$ cat src/rtl/regfile_wb_arbiter_pkg.sv
// Shared types for the register-file write-back arbiter: entry layout, source IDs
// and a saturating counter helper used by the optional statistics (WB_STATS_EN).
package regfile_wb_pkg;

  localparam int XLEN   = 32;
  localparam int REG_AW = 5;

  typedef struct packed {
    logic [REG_AW-1:0] rd;
    logic [XLEN-1:0]   data;
  } wb_entry_t;

  typedef enum logic {
    SRC_ALU = 1'b0,
    SRC_MEM = 1'b1
  } wb_src_e;

  function automatic logic [15:0] sat_add16(input logic [15:0] cnt, input logic [1:0] inc);
    logic [16:0] sum;
    sum = {1'b0, cnt} + 17'(inc);
    return sum[16] ? 16'hFFFF : sum[15:0];
  endfunction

endpackage

$ cat src/rtl/regfile_wb_arbiter_if.sv
// Bus between the producers/hazard unit (master) and the write-back arbiter (slave).
interface regfile_wb_arbiter_if;
  import regfile_wb_pkg::*;

  logic              alu_valid;
  logic              alu_ready;
  logic [REG_AW-1:0] alu_rd;
  logic [XLEN-1:0]   alu_data;
  logic              mem_valid;
  logic              mem_ready;
  logic [REG_AW-1:0] mem_rd;
  logic [XLEN-1:0]   mem_data;
  logic              rg_wrt_en;
  logic [REG_AW-1:0] rg_wrt_addr;
  logic [XLEN-1:0]   rg_wrt_data;
  logic [REG_AW-1:0] chk_addr1;
  logic [REG_AW-1:0] chk_addr2;
  logic              chk_pend1;
  logic              chk_pend2;

  modport slave (
    input  alu_valid, alu_rd, alu_data, mem_valid, mem_rd, mem_data, chk_addr1, chk_addr2,
    output alu_ready, mem_ready, rg_wrt_en, rg_wrt_addr, rg_wrt_data, chk_pend1, chk_pend2
  );

  modport master (
    output alu_valid, alu_rd, alu_data, mem_valid, mem_rd, mem_data, chk_addr1, chk_addr2,
    input  alu_ready, mem_ready, rg_wrt_en, rg_wrt_addr, rg_wrt_data, chk_pend1, chk_pend2
  );

endinterface

$ cat src/rtl/regfile_wb_arbiter_fifo.sv
// Small write-back FIFO; also exposes every slot's rd and occupancy for hazard compares.
module wb_fifo
  import regfile_wb_pkg::*;
#(
  parameter int DEPTH = 2
) (
  input  logic              clk,
  input  logic              reset,
  input  logic              push_i,
  input  wb_entry_t         wr_entry_i,
  input  logic              pop_i,
  output logic              full_o,
  output logic              empty_o,
  output wb_entry_t         head_o,
  output logic [REG_AW-1:0] ent_rd_o  [DEPTH],
  output logic              ent_vld_o [DEPTH]
);

  localparam int AW = $clog2(DEPTH);
  localparam int CW = AW + 1;

  wb_entry_t       mem_q [DEPTH];
  logic [AW-1:0]   wr_ptr_q, rd_ptr_q;
  logic [CW-1:0]   count_q;
  logic            do_push, do_pop;

  assign full_o  = (count_q == CW'(DEPTH));
  assign empty_o = (count_q == '0);
  assign do_push = push_i && !full_o;
  assign do_pop  = pop_i && !empty_o;
  assign head_o  = mem_q[rd_ptr_q];

  always_ff @(posedge clk or posedge reset) begin
    if (reset) begin
      wr_ptr_q <= '0;
      rd_ptr_q <= '0;
      count_q  <= '0;
    end else begin
      if (do_push) wr_ptr_q <= wr_ptr_q + AW'(1);
      if (do_pop)  rd_ptr_q <= rd_ptr_q + AW'(1);
      if (do_push && !do_pop)      count_q <= count_q + CW'(1);
      else if (do_pop && !do_push) count_q <= count_q - CW'(1);
    end
  end

  // Storage carries no reset: emptiness is tracked purely by the pointers/count.
  always_ff @(posedge clk) begin
    if (do_push) mem_q[wr_ptr_q] <= wr_entry_i;
  end

  for (genvar gi = 0; gi < DEPTH; gi++) begin : g_view
    logic [AW-1:0] off;
    assign off            = AW'(gi) - rd_ptr_q;
    assign ent_vld_o[gi]  = ({1'b0, off} < count_q);
    assign ent_rd_o[gi]   = mem_q[gi].rd;
  end

endmodule

$ cat src/rtl/regfile_wb_arbiter.sv
// Two-source write-back arbiter feeding the single register-file write port.
// Optional WB_STATS_EN adds x0-drop and forced-ALU-win counters.
module regfile_wb_arbiter
  import regfile_wb_pkg::*;
#(
  parameter int DEPTH        = 2,
  parameter int STARVE_LIMIT = 4
) (
  input  logic                 clk,
  input  logic                 reset,
  regfile_wb_arbiter_if.slave  bus
`ifdef WB_STATS_EN
  ,
  output logic [15:0]          stat_x0_drops,
  output logic [15:0]          stat_starve
`endif
);

  localparam int SW = $clog2(STARVE_LIMIT + 1);

  wb_entry_t         alu_in, mem_in, alu_head, mem_head, pop_entry, out_q;
  logic              alu_full, alu_empty, mem_full, mem_empty;
  logic              alu_push, mem_push, pop_alu, pop_mem, wrt_en_q;
  logic [REG_AW-1:0] alu_rdv [DEPTH];
  logic [REG_AW-1:0] mem_rdv [DEPTH];
  logic              alu_vld [DEPTH];
  logic              mem_vld [DEPTH];
  logic [SW-1:0]     starve_q, starve_d;
  wb_src_e           win_src;
  logic              pend1, pend2;

  assign alu_in        = '{rd: bus.alu_rd, data: bus.alu_data};
  assign mem_in        = '{rd: bus.mem_rd, data: bus.mem_data};
  assign bus.alu_ready = !alu_full && !reset;
  assign bus.mem_ready = !mem_full && !reset;
  // x0 results are consumed by the handshake but never buffered.
  assign alu_push      = bus.alu_valid && bus.alu_ready && (bus.alu_rd != '0);
  assign mem_push      = bus.mem_valid && bus.mem_ready && (bus.mem_rd != '0);

  wb_fifo #(.DEPTH(DEPTH)) u_alu_fifo (
    .clk(clk), .reset(reset), .push_i(alu_push), .wr_entry_i(alu_in), .pop_i(pop_alu),
    .full_o(alu_full), .empty_o(alu_empty), .head_o(alu_head),
    .ent_rd_o(alu_rdv), .ent_vld_o(alu_vld)
  );

  wb_fifo #(.DEPTH(DEPTH)) u_mem_fifo (
    .clk(clk), .reset(reset), .push_i(mem_push), .wr_entry_i(mem_in), .pop_i(pop_mem),
    .full_o(mem_full), .empty_o(mem_empty), .head_o(mem_head),
    .ent_rd_o(mem_rdv), .ent_vld_o(mem_vld)
  );

  always_comb begin
    pop_alu  = 1'b0;
    pop_mem  = 1'b0;
    win_src  = SRC_MEM;
    starve_d = '0;
    if (!alu_empty && !mem_empty) begin
      if (starve_q == SW'(STARVE_LIMIT)) begin
        pop_alu = 1'b1;
        win_src = SRC_ALU;
      end else begin
        pop_mem  = 1'b1;
        starve_d = starve_q + SW'(1);
      end
    end else if (!alu_empty) begin
      pop_alu = 1'b1;
      win_src = SRC_ALU;
    end else if (!mem_empty) begin
      pop_mem = 1'b1;
    end
  end

  assign pop_entry = (win_src == SRC_ALU) ? alu_head : mem_head;

  always_ff @(posedge clk or posedge reset) begin
    if (reset) begin
      starve_q <= '0;
      wrt_en_q <= 1'b0;
      out_q    <= '0;
    end else begin
      starve_q <= starve_d;
      wrt_en_q <= pop_alu || pop_mem;
      if (pop_alu || pop_mem) out_q <= pop_entry;
    end
  end

  assign bus.rg_wrt_en   = wrt_en_q;
  assign bus.rg_wrt_addr = out_q.rd;
  assign bus.rg_wrt_data = out_q.data;

  always_comb begin
    pend1 = wrt_en_q && (out_q.rd == bus.chk_addr1);
    pend2 = wrt_en_q && (out_q.rd == bus.chk_addr2);
    for (int i = 0; i < DEPTH; i++) begin
      if ((alu_vld[i] && alu_rdv[i] == bus.chk_addr1) || (mem_vld[i] && mem_rdv[i] == bus.chk_addr1))
        pend1 = 1'b1;
      if ((alu_vld[i] && alu_rdv[i] == bus.chk_addr2) || (mem_vld[i] && mem_rdv[i] == bus.chk_addr2))
        pend2 = 1'b1;
    end
  end

  assign bus.chk_pend1 = pend1 && (bus.chk_addr1 != '0);
  assign bus.chk_pend2 = pend2 && (bus.chk_addr2 != '0);

`ifdef WB_STATS_EN
  logic        alu_drop, mem_drop, forced_win;
  logic [15:0] x0_cnt_q, starve_cnt_q;

  assign alu_drop   = bus.alu_valid && bus.alu_ready && (bus.alu_rd == '0);
  assign mem_drop   = bus.mem_valid && bus.mem_ready && (bus.mem_rd == '0);
  // ALU only wins against a non-empty MEM FIFO when the starvation limit forces it.
  assign forced_win = pop_alu && !mem_empty;

  always_ff @(posedge clk or posedge reset) begin
    if (reset) begin
      x0_cnt_q     <= '0;
      starve_cnt_q <= '0;
    end else begin
      x0_cnt_q     <= sat_add16(x0_cnt_q, {1'b0, alu_drop} + {1'b0, mem_drop});
      starve_cnt_q <= sat_add16(starve_cnt_q, {1'b0, forced_win});
    end
  end

  assign stat_x0_drops = x0_cnt_q;
  assign stat_starve   = starve_cnt_q;
`endif

endmodule

$ cat src/flat_wrapper.sv
// flat-port wrapper written by rule: the top's interface ports become plain ports
module regfile_wb_arbiter_flat import regfile_wb_pkg::*;
#(
  parameter int DEPTH        = 2,
  parameter int STARVE_LIMIT = 4
)
  (clk, reset, bus_alu_valid, bus_alu_rd, bus_alu_data, bus_mem_valid, bus_mem_rd, bus_mem_data, bus_chk_addr1, bus_chk_addr2, bus_alu_ready, bus_mem_ready, bus_rg_wrt_en, bus_rg_wrt_addr, bus_rg_wrt_data, bus_chk_pend1, bus_chk_pend2);
  regfile_wb_arbiter_if bus_i ();
  input  logic clk;
  input  logic reset;
  input wire logic [$bits(bus_i.alu_valid)-1:0] bus_alu_valid;
  input wire logic [$bits(bus_i.alu_rd)-1:0] bus_alu_rd;
  input wire logic [$bits(bus_i.alu_data)-1:0] bus_alu_data;
  input wire logic [$bits(bus_i.mem_valid)-1:0] bus_mem_valid;
  input wire logic [$bits(bus_i.mem_rd)-1:0] bus_mem_rd;
  input wire logic [$bits(bus_i.mem_data)-1:0] bus_mem_data;
  input wire logic [$bits(bus_i.chk_addr1)-1:0] bus_chk_addr1;
  input wire logic [$bits(bus_i.chk_addr2)-1:0] bus_chk_addr2;
  output wire logic [$bits(bus_i.alu_ready)-1:0] bus_alu_ready;
  output wire logic [$bits(bus_i.mem_ready)-1:0] bus_mem_ready;
  output wire logic [$bits(bus_i.rg_wrt_en)-1:0] bus_rg_wrt_en;
  output wire logic [$bits(bus_i.rg_wrt_addr)-1:0] bus_rg_wrt_addr;
  output wire logic [$bits(bus_i.rg_wrt_data)-1:0] bus_rg_wrt_data;
  output wire logic [$bits(bus_i.chk_pend1)-1:0] bus_chk_pend1;
  output wire logic [$bits(bus_i.chk_pend2)-1:0] bus_chk_pend2;
  assign bus_i.alu_valid = bus_alu_valid;
  assign bus_i.alu_rd = bus_alu_rd;
  assign bus_i.alu_data = bus_alu_data;
  assign bus_i.mem_valid = bus_mem_valid;
  assign bus_i.mem_rd = bus_mem_rd;
  assign bus_i.mem_data = bus_mem_data;
  assign bus_i.chk_addr1 = bus_chk_addr1;
  assign bus_i.chk_addr2 = bus_chk_addr2;
  assign bus_alu_ready = bus_i.alu_ready;
  assign bus_mem_ready = bus_i.mem_ready;
  assign bus_rg_wrt_en = bus_i.rg_wrt_en;
  assign bus_rg_wrt_addr = bus_i.rg_wrt_addr;
  assign bus_rg_wrt_data = bus_i.rg_wrt_data;
  assign bus_chk_pend1 = bus_i.chk_pend1;
  assign bus_chk_pend2 = bus_i.chk_pend2;
  regfile_wb_arbiter #(.DEPTH(DEPTH), .STARVE_LIMIT(STARVE_LIMIT)) u_core (.clk(clk), .reset(reset), .bus(bus_i));
endmodule
$ cat config.mk
export PLATFORM = sky130hd
export DESIGN_NAME = regfile_wb_arbiter_flat
export DESIGN_NICKNAME = d
export VERILOG_FILES = /design/src/rtl/regfile_wb_arbiter_pkg.sv /design/src/rtl/regfile_wb_arbiter_if.sv /design/src/rtl/regfile_wb_arbiter_fifo.sv /design/src/rtl/regfile_wb_arbiter.sv /design/src/flat_wrapper.sv
export SDC_FILE = /design/constraint.sdc
export NUM_CORES = 1
export LEC_CHECK = 0
export BUFFER_PORTS_ARGS = -buffer_cell sky130_fd_sc_hd__buf_4
export CAP_MARGIN = 25
export CORE_AREA = 2 2 237 122
export DETAILED_ROUTE_END_ITERATION = 8
export DIE_AREA = 0 0 239 124
export PLACE_DENSITY = 0.47
export REMOVE_ABC_BUFFERS = 1
export SLEW_MARGIN = 15
export SYNTH_ARGS = -nofsm -noshare
export SYNTH_HDL_FRONTEND = slang
export SYNTH_SLANG_ARGS = --single-unit
$ cat constraint.sdc
create_clock -name clk -period 4.9 [get_ports clk]
set_clock_uncertainty 0.15 [all_clocks]
set_input_delay 0.245 -clock clk [delete_from_list [all_inputs] [get_ports clk]]
set_output_delay 0.245 -clock clk [all_outputs]
set_load 0.02 [all_outputs]
==> results of run 1 <==
power by group:
part	internal (mW)	total, mW	switching (mW)
Sequential	2.18	2.52	0.336
Clock	0.726	1.35	0.628
Combinational	0.859	1.93	1.07
area by class of cell:
cell class,instances,share of cell area [%]
Clock buffer,21,4.16
Clock inverter,11,1.04
Inverter,6,0.208
Multi-Input combinational cell,274,21.1
Sequential cell,197,52.4
Tap cell,360,4.16
Timing Repair Buffer,214,17.0
layout by cell type (no fill, tap or decap), types with 5 or more instances in the layout:
cell | synthesis | layout
dlygate4sd3_1 | 0 | 75
nor3_1 | 12 | 12
edfxtp_1 | 148 | 148
mux2i_1 | 74 | 74
o221ai_2 | 7 | 7
xnor2_1 | 30 | 30
buf_4 | 10 | 136
xor2_1 | 30 | 30
inv_6 | 0 | 5
o221ai_1 | 29 | 29
dfrtp_1 | 49 | 47
nand2_2 | 8 | 8
clkbuf_16 | 0 | 17
nor2_1 | 8 | 8
nand2_1 | 32 | 32
sequential cells by signal, summed over array words and instances, names as in the netlist:
name,flops
u_core.u_mem_fifo.wr_ptr_q,1
u_core.u_alu_fifo.rd_ptr_q,1
u_core.u_mem_fifo.rd_ptr_q,1
u_core.starve_q,3
u_core.u_alu_fifo.mem_q,74
u_core.bus.rg_wrt_addr,5
u_core.u_mem_fifo.count_q,2
u_core.u_mem_fifo.mem_q,74
u_core.u_alu_fifo.count_q,2
u_core.u_alu_fifo.wr_ptr_q,1
u_core.bus.rg_wrt_data,32
u_core.bus.rg_wrt_en,1
cells by family (layout without fill, tap and decap cells):
family / Yosys count / after routing / synth area share, %
AOI/OAI and AO/OA: 53 / 53 / 6.03
xor gates and xnor gates: 60 / 60 / 6.42
adders and majority gates: 4 / 4 / 0.612
buffers and inverters: 40 / 252 / 3.20
DFF: 197 / 197 / 69.3
muxes: 75 / 75 / 9.19
and+or+nand+nor: 82 / 82 / 5.22
timing repair:
item / in CTS / in global routing
gates resized for setup: 0 / 0
setup endpoints to repair: 0 / 0
hold buffers: 75 / 0
hold endpoints to repair: 197 / 0
worst min-delay path by stage:
stage / start / to / cells past startpoint
floorplan: bus_alu_data[0] / u_core.u_alu_fifo.mem_q[0][0] / 0
global placement: bus_mem_data[27] / u_core.u_mem_fifo.mem_q[1][27] / 1
detailed placement: bus_mem_data[1] / u_core.u_mem_fifo.mem_q[0][1] / 1
CTS: bus_mem_valid / u_core.u_mem_fifo.wr_ptr_q / 4
global route: bus_mem_valid / u_core.u_mem_fifo.wr_ptr_q / 4
finish: bus_mem_valid / u_core.u_mem_fifo.wr_ptr_q / 4
layer usage:
layer / share of wire (%) / GRT usage, % / vias to the layer above / wire (microns)
met1: 43 / 17.9 / 2548 / 8990
li1: - / - / 2325 / -
met2: 51 / 25.4 / 118 / 10600
met4: 1.9 / 5.78 / 0 / 389
met5: 0 / 0 / - / 0
met3: 3.6 / 2.46 / 30 / 750
worst max-delay path, delay by kind of cell, from the launching register on:
family                 cells  cell delay, ns
DFF                        1            0.64
and+or+nand+nor            2            0.62
buffers and inverters      2            0.47
AOI/OAI and AO/OA          2            0.35
per-stage QoR:
stage	power, mW	instance area (sq um)	worst slack [ns]	utilization, %	instances
finish	5.80	10800	2.31	39.5	1083
global route	6.11	10800	2.09	39.5	1083
CTS	5.88	10800	2.25	39.4	1082
detailed placement	4.47	9500	2.27	34.6	975
global placement	4.44	9450	2.20	34.5	973
floorplan	3.65	7940	1.45	-	477
==> results.yml, run 1 <==
layout:
  syn_to_final_growth_pct: 32.5
  layout-drive-gt1-share_pct: 28.2
  multi_input_area_sq_um: 2290
  seq_area_sq_um: 5670
  antenna_cells: 0
  nets: 802
  fillers: 2593
detailed_routing:
  drcViolationCount: 0
  firstDrtPassIters: 4
  drt_iter0_drc: 473
  vias: 5021
  wl_per_cell_microns: 19.1
  detail-route-antenna-nets: 0
  finalWirelength_microns: 20700
  viasPerCell: 4.64
worst_setup_path:
  end_kind: "flip-flop"
  r2r_end: "u_core.u_mem_fifo.mem_q[0][32]"
  critical-path-max-stage-delay_ns: 0.64
  cp-startpoint: "u_core.u_mem_fifo.count_q[0]"
  startpoint_type: "flip-flop"
  path_max_fanout: 20
  cp_cell_sequence: "inv_2, a21oi_2, nand2_1, a21oi_2, nor2b_4, buf_4"
  cp-endpoint: "u_core.u_mem_fifo.mem_q[0][32]"
  rr_startpoint: "u_core.u_mem_fifo.count_q[0]"
  critPathMostFrequentCell: "a21oi_2"
  crit_type: "reg2reg"
  rr_worst_depth: 6
  crit_slowest_cell: "dfrtp_1"
  reg2reg_slack_ns: 2.31
  crit_required_ns: 4.85
  critical_path_arrival_ns: 2.55
grt:
  antenna_found_initial: 0
  overflow: 0
  grt_pass1_vias: 5334
  grt_usage_pct: 14.4
  grt_pass1_wl_microns: 31200
  grt_max_degree: 50
logic_synthesis:
  synthDistinctLibCells: 37
  synth.top_cells.by_area: "edfxtp_1, dfrtp_1, mux2i_1"
  ys_seq_area_share_pct: 69.3
  synth_area_sq_um: 8180
  avgSynthCellArea_sq_um: 16.0
  netlist_top_cells_count: "edfxtp_1, mux2i_1, dfrtp_1"
  synth_edf_count: 148
  ys_seq_elements: 197
  yosysTopAreaCell: "edfxtp_1"
  ys.flop_type: "edfxtp_1"
  synth_cells: 511
  ys_async_sr_fraction_pct: 24.9
  yosysTopAreaCellShare_pct: 54.3
  ys_warn_count: 0
  yosysMostFrequentCell: "edfxtp_1"
pwr:
  p_leak_nw: 4.09
  cellPowerDensity_nw_per_um2: 535
  irDropWorstVdd_mv: 0.267
status:
  status: "complete, no violations"
worst_hold_path:
  hold_path.class: "in2reg"
floorplanning:
  fp.dieH_microns: 124
  dieArea_sq_um: 29600
  ioPinCount: 130
  coreArea_sq_um: 27400
  die_w_microns: 239
  rows: 43
  initial_utilization_pct: 29.8
timing:
  hold_viol: 0
  timing.final.crit_share_pct: 52.9
  fmax_ghz: 0.386
  finalSetupTns_ns: 0
  period_minus_slack_ns: 2.59
  slew_headroom_pct: 40.0
  slew_viol_final: 0
  rsz0062_at_grt: "no"
  setup_viol: 0
  hold_ws_ns: 0.0834
  worstMarginPinSlew_ns: 0.900
placement:
  portBuffers: 129
  place.gp.congestion: 0.761
  hpwl_microns: 13600
clock_network:
  cts_tree: "built"
  h-tree-depth: 4
  path_clk_slew_ns: 0.07
  post-cts-setup-buffers: 0
  cts_buffers: 17
  clockRootBuffer: "clkbuf_16"
  clockBufferDepth: 2
  clock_latency_ns: 0.43
  clkSinkCount: 197
flow_run:
  maxCapViolCount: 0
Power figures use the tool's default switching activity.
==> inputs of run 2 (changes only) <==
--- a/config.mk
+++ b/config.mk
@@ -5,11 +5,12 @@
 export SDC_FILE = /design/constraint.sdc
 export NUM_CORES = 1
 export LEC_CHECK = 0
+export ABC_AREA = 1
 export BUFFER_PORTS_ARGS = -buffer_cell sky130_fd_sc_hd__buf_4
 export CAP_MARGIN = 25
-export CORE_AREA = 2 2 237 122
+export CORE_AREA = 2 2 240 124
 export DETAILED_ROUTE_END_ITERATION = 8
-export DIE_AREA = 0 0 239 124
+export DIE_AREA = 0 0 242 126
 export PLACE_DENSITY = 0.47
 export REMOVE_ABC_BUFFERS = 1
 export SLEW_MARGIN = 15
==> constraint.sdc (replaced) <==
create_clock -name clk -period 2.4 [get_ports clk]
set_clock_uncertainty 0.15 [all_clocks]
set_input_delay 0.12 -clock clk [delete_from_list [all_inputs] [get_ports clk]]
set_output_delay 0.12 -clock clk [all_outputs]
set_load 0.02 [all_outputs]
==> results.yml, run 2 <==
status:
  status: "complete, no violations"
logic_synthesis:
  synth_cells: 714
  synth.top_cells.by_area: "edfxtp_1, dfrtp_1, nand2_1"
  synth_area_sq_um: 8370
  yosysMostFrequentCell: "edfxtp_1"
  netlist_top_cells_count: "edfxtp_1, nand2_1, nor2_1"
  ys_async_sr_fraction_pct: 24.9
  ys_seq_elements: 197
  avgSynthCellArea_sq_um: 11.7
  yosysTopAreaCell: "edfxtp_1"
  yosysTopAreaCellShare_pct: 53.1
  ys.flop_type: "edfxtp_1"
  ys_seq_area_share_pct: 67.7
  ys_warn_count: 0
  synthDistinctLibCells: 28
  synth_edf_count: 148
timing:
  fmax_ghz: 0.434
  timing.final.crit_share_pct: 96.0
  finalSetupTns_ns: 0
  rsz0062_at_grt: "no"
  slew_headroom_pct: 49.0
  slew_viol_final: 0
  hold_viol: 0
  setup_viol: 0
  period_minus_slack_ns: 2.30
  worstMarginPinSlew_ns: 0.765
pwr:
  cellPowerDensity_nw_per_um2: 1160
  seqPwrFrac_pct: 38.9
  p_comb_share_pct: 37.2
  p_int_mw: 8.16
  p_leak_nw: 4.47
  p_switching_mw: 4.88
  p_clk_share_pct: 23.9
  irDropWorstVdd_mv: 0.573
  power.share.switching_pct: 37.4
floorplanning:
  fp.dieH_microns: 126
  initial_utilization_pct: 29.5
  dieArea_sq_um: 30500
  rows: 44
  coreArea_sq_um: 28400
  die_w_microns: 242
  ioPinCount: 130
clock_network:
  clkSinkCount: 197
  clockRootBuffer: "clkbuf_16"
  cts_tree: "built"
  cts_buffers: 17
  path_clk_slew_ns: 0.07
  clockBufferDepth: 2
  post-cts-setup-buffers: 0
  clock_latency_ns: 0.45
  h-tree-depth: 4
worst_setup_path:
  crit_required_ns: 2.13
  path_max_fanout: 21
  startpoint_type: "flip-flop"
  critical_path_arrival_ns: 2.03
  crit_type: "reg2out"
  end_kind: "primary output"
grt:
  grt_max_degree: 50
  grt_usage_pct: 16.7
  overflow: 0
  grt_pass1_vias: 5682
  grt_pass1_wl_microns: 37300
  antenna_found_initial: 0
layout:
  fillers: 2793
  nets: 1009
  antenna_cells: 0
  syn_to_final_growth_pct: 34.0
  layout_commonest_cell: "edfxtp_1"
  layout-drive-gt1-share_pct: 21.2
  final_util_pct: 39.5
  layoutNonFillerInstCount: 1321
  final_cell_mix: "edfxtp_1, buf_4, nand2_1"
placement:
  place.gp.congestion: 0.868
  place_inst: 1214
  portBuffers: 129
  hpwl_microns: 17300
detailed_routing:
  drcViolationCount: 0
  viasPerCell: 4.54
  firstDrtPassIters: 4
  finalWirelength_microns: 24900
  wl_per_cell_microns: 18.8
  vias: 5995
  drt_iter0_drc: 492
  detail-route-antenna-nets: 0
worst_hold_path:
  hold_path.class: "in2reg"
flow_run:
  maxCapViolCount: 0
## run 2: changes by cell type in the layout (fill, tap and decap cells not counted), moves of 9 or more
cell      delta
o211ai_1    +31
inv_1       +36
buf_4        +9
o311ai_1    +32
o21a_1      +32
xnor2_1     -28
nor2_1     +102
o21ai_0     +10
nand3_1     +16
nand2_1    +111
o221ai_1    -25
mux2i_1     -74
## run 2: final cells by class
| type | count | area (sq um) | share of cell area [%] |
|---|---|---|---|
| Clock inverter | 13 | 195 | 1.74 |
| Multi-Input combinational cell | 435 | 2360 | 21.0 |
| Timing Repair Buffer | 223 | 1900 | 16.9 |
| Sequential cell | 197 | 5680 | 50.6 |
| Clock buffer | 19 | 443 | 3.95 |
| Tap cell | 391 | 489 | 4.36 |
| Inverter | 43 | 161 | 1.44 |
## run 2: routing by layer
metal	wire length [microns]	GRT usage, %
met5	0	0
met4	214	3.92
met3	993	3.07
met2	10300	23.3
met1	13400	26.6
## run 2: metrics by stage
stage	hold WS, ns	power (mW)	setup WS [ns]	instance area, sq um
floorplan	0.0689	7.72	-1.54	8150
global placement	0.160	9.93	0.398	9820
detailed placement	0.161	9.93	0.387	9820
CTS	0.0302	13.2	0.0274	11200
global route	0.0600	13.8	0.0139	11200
finish	0.0529	13.0	0.0951	11200
## run 2: power by group through the flow
stage / sequential (mW) / clock (mW) / combinational, mW
floorplan: 5.36 / 0 / 2.36
global placement: 5.15 / 0 / 4.79
detailed placement: 5.13 / 0 / 4.80
CTS: 5.07 / 3.19 / 4.90
global route: 5.16 / 3.32 / 5.34
finish: 5.07 / 3.12 / 4.85
## run 2: worst max-delay path, stage by stage, from the launching register on
cell,delay [ns]
dfrtp_4,0.61
nand2_1,0.14
nand2_1,0.10
nor2_1,0.20
nand3_1,0.10
nand3_1,0.09
nor2_1,0.04
nor2_1,0.12
buf_4,0.18
## run 2: kinds of logic (layout without fill, tap and decap cells)
logic type / after synthesis / count (layout) / share of synthesized area, %
compound gates: 120 / 120 / 10.9
xor+xnor: 26 / 26 / 2.72
fa+ha+maj: 4 / 4 / 0.598
buf+inv: 82 / 298 / 4.63
flops: 197 / 197 / 67.7
simple gates: 285 / 285 / 13.4
## run 2: final timing paths
kind	start	endpoint	slack, ns	cells past startpoint
setup / recovery	u_core.u_alu_fifo.rd_ptr_q	bus_chk_pend1	0.1	8
hold / removal	bus_alu_valid	u_core.u_alu_fifo.wr_ptr_q	0.05	3
setup reg to reg	u_core.u_mem_fifo.count_q[0]	u_core.u_mem_fifo.count_q[1]	0.33	8
hold reg to reg	u_core.starve_q[0]	u_core.starve_q[0]	0.33	1
max in group asynchronous	reset	u_core.u_alu_fifo.rd_ptr_q	1.16	4
min in group asynchronous	reset	u_core.u_mem_fifo.count_q[1]	0.35	4
## run 2: repair_timing
action / in CTS / in global routing
hold buffers: 75 / 0
hold endpoints to repair: 197 / 0
gates resized for setup: 0 / 3
endpoints found under the setup margin: 0 / 2
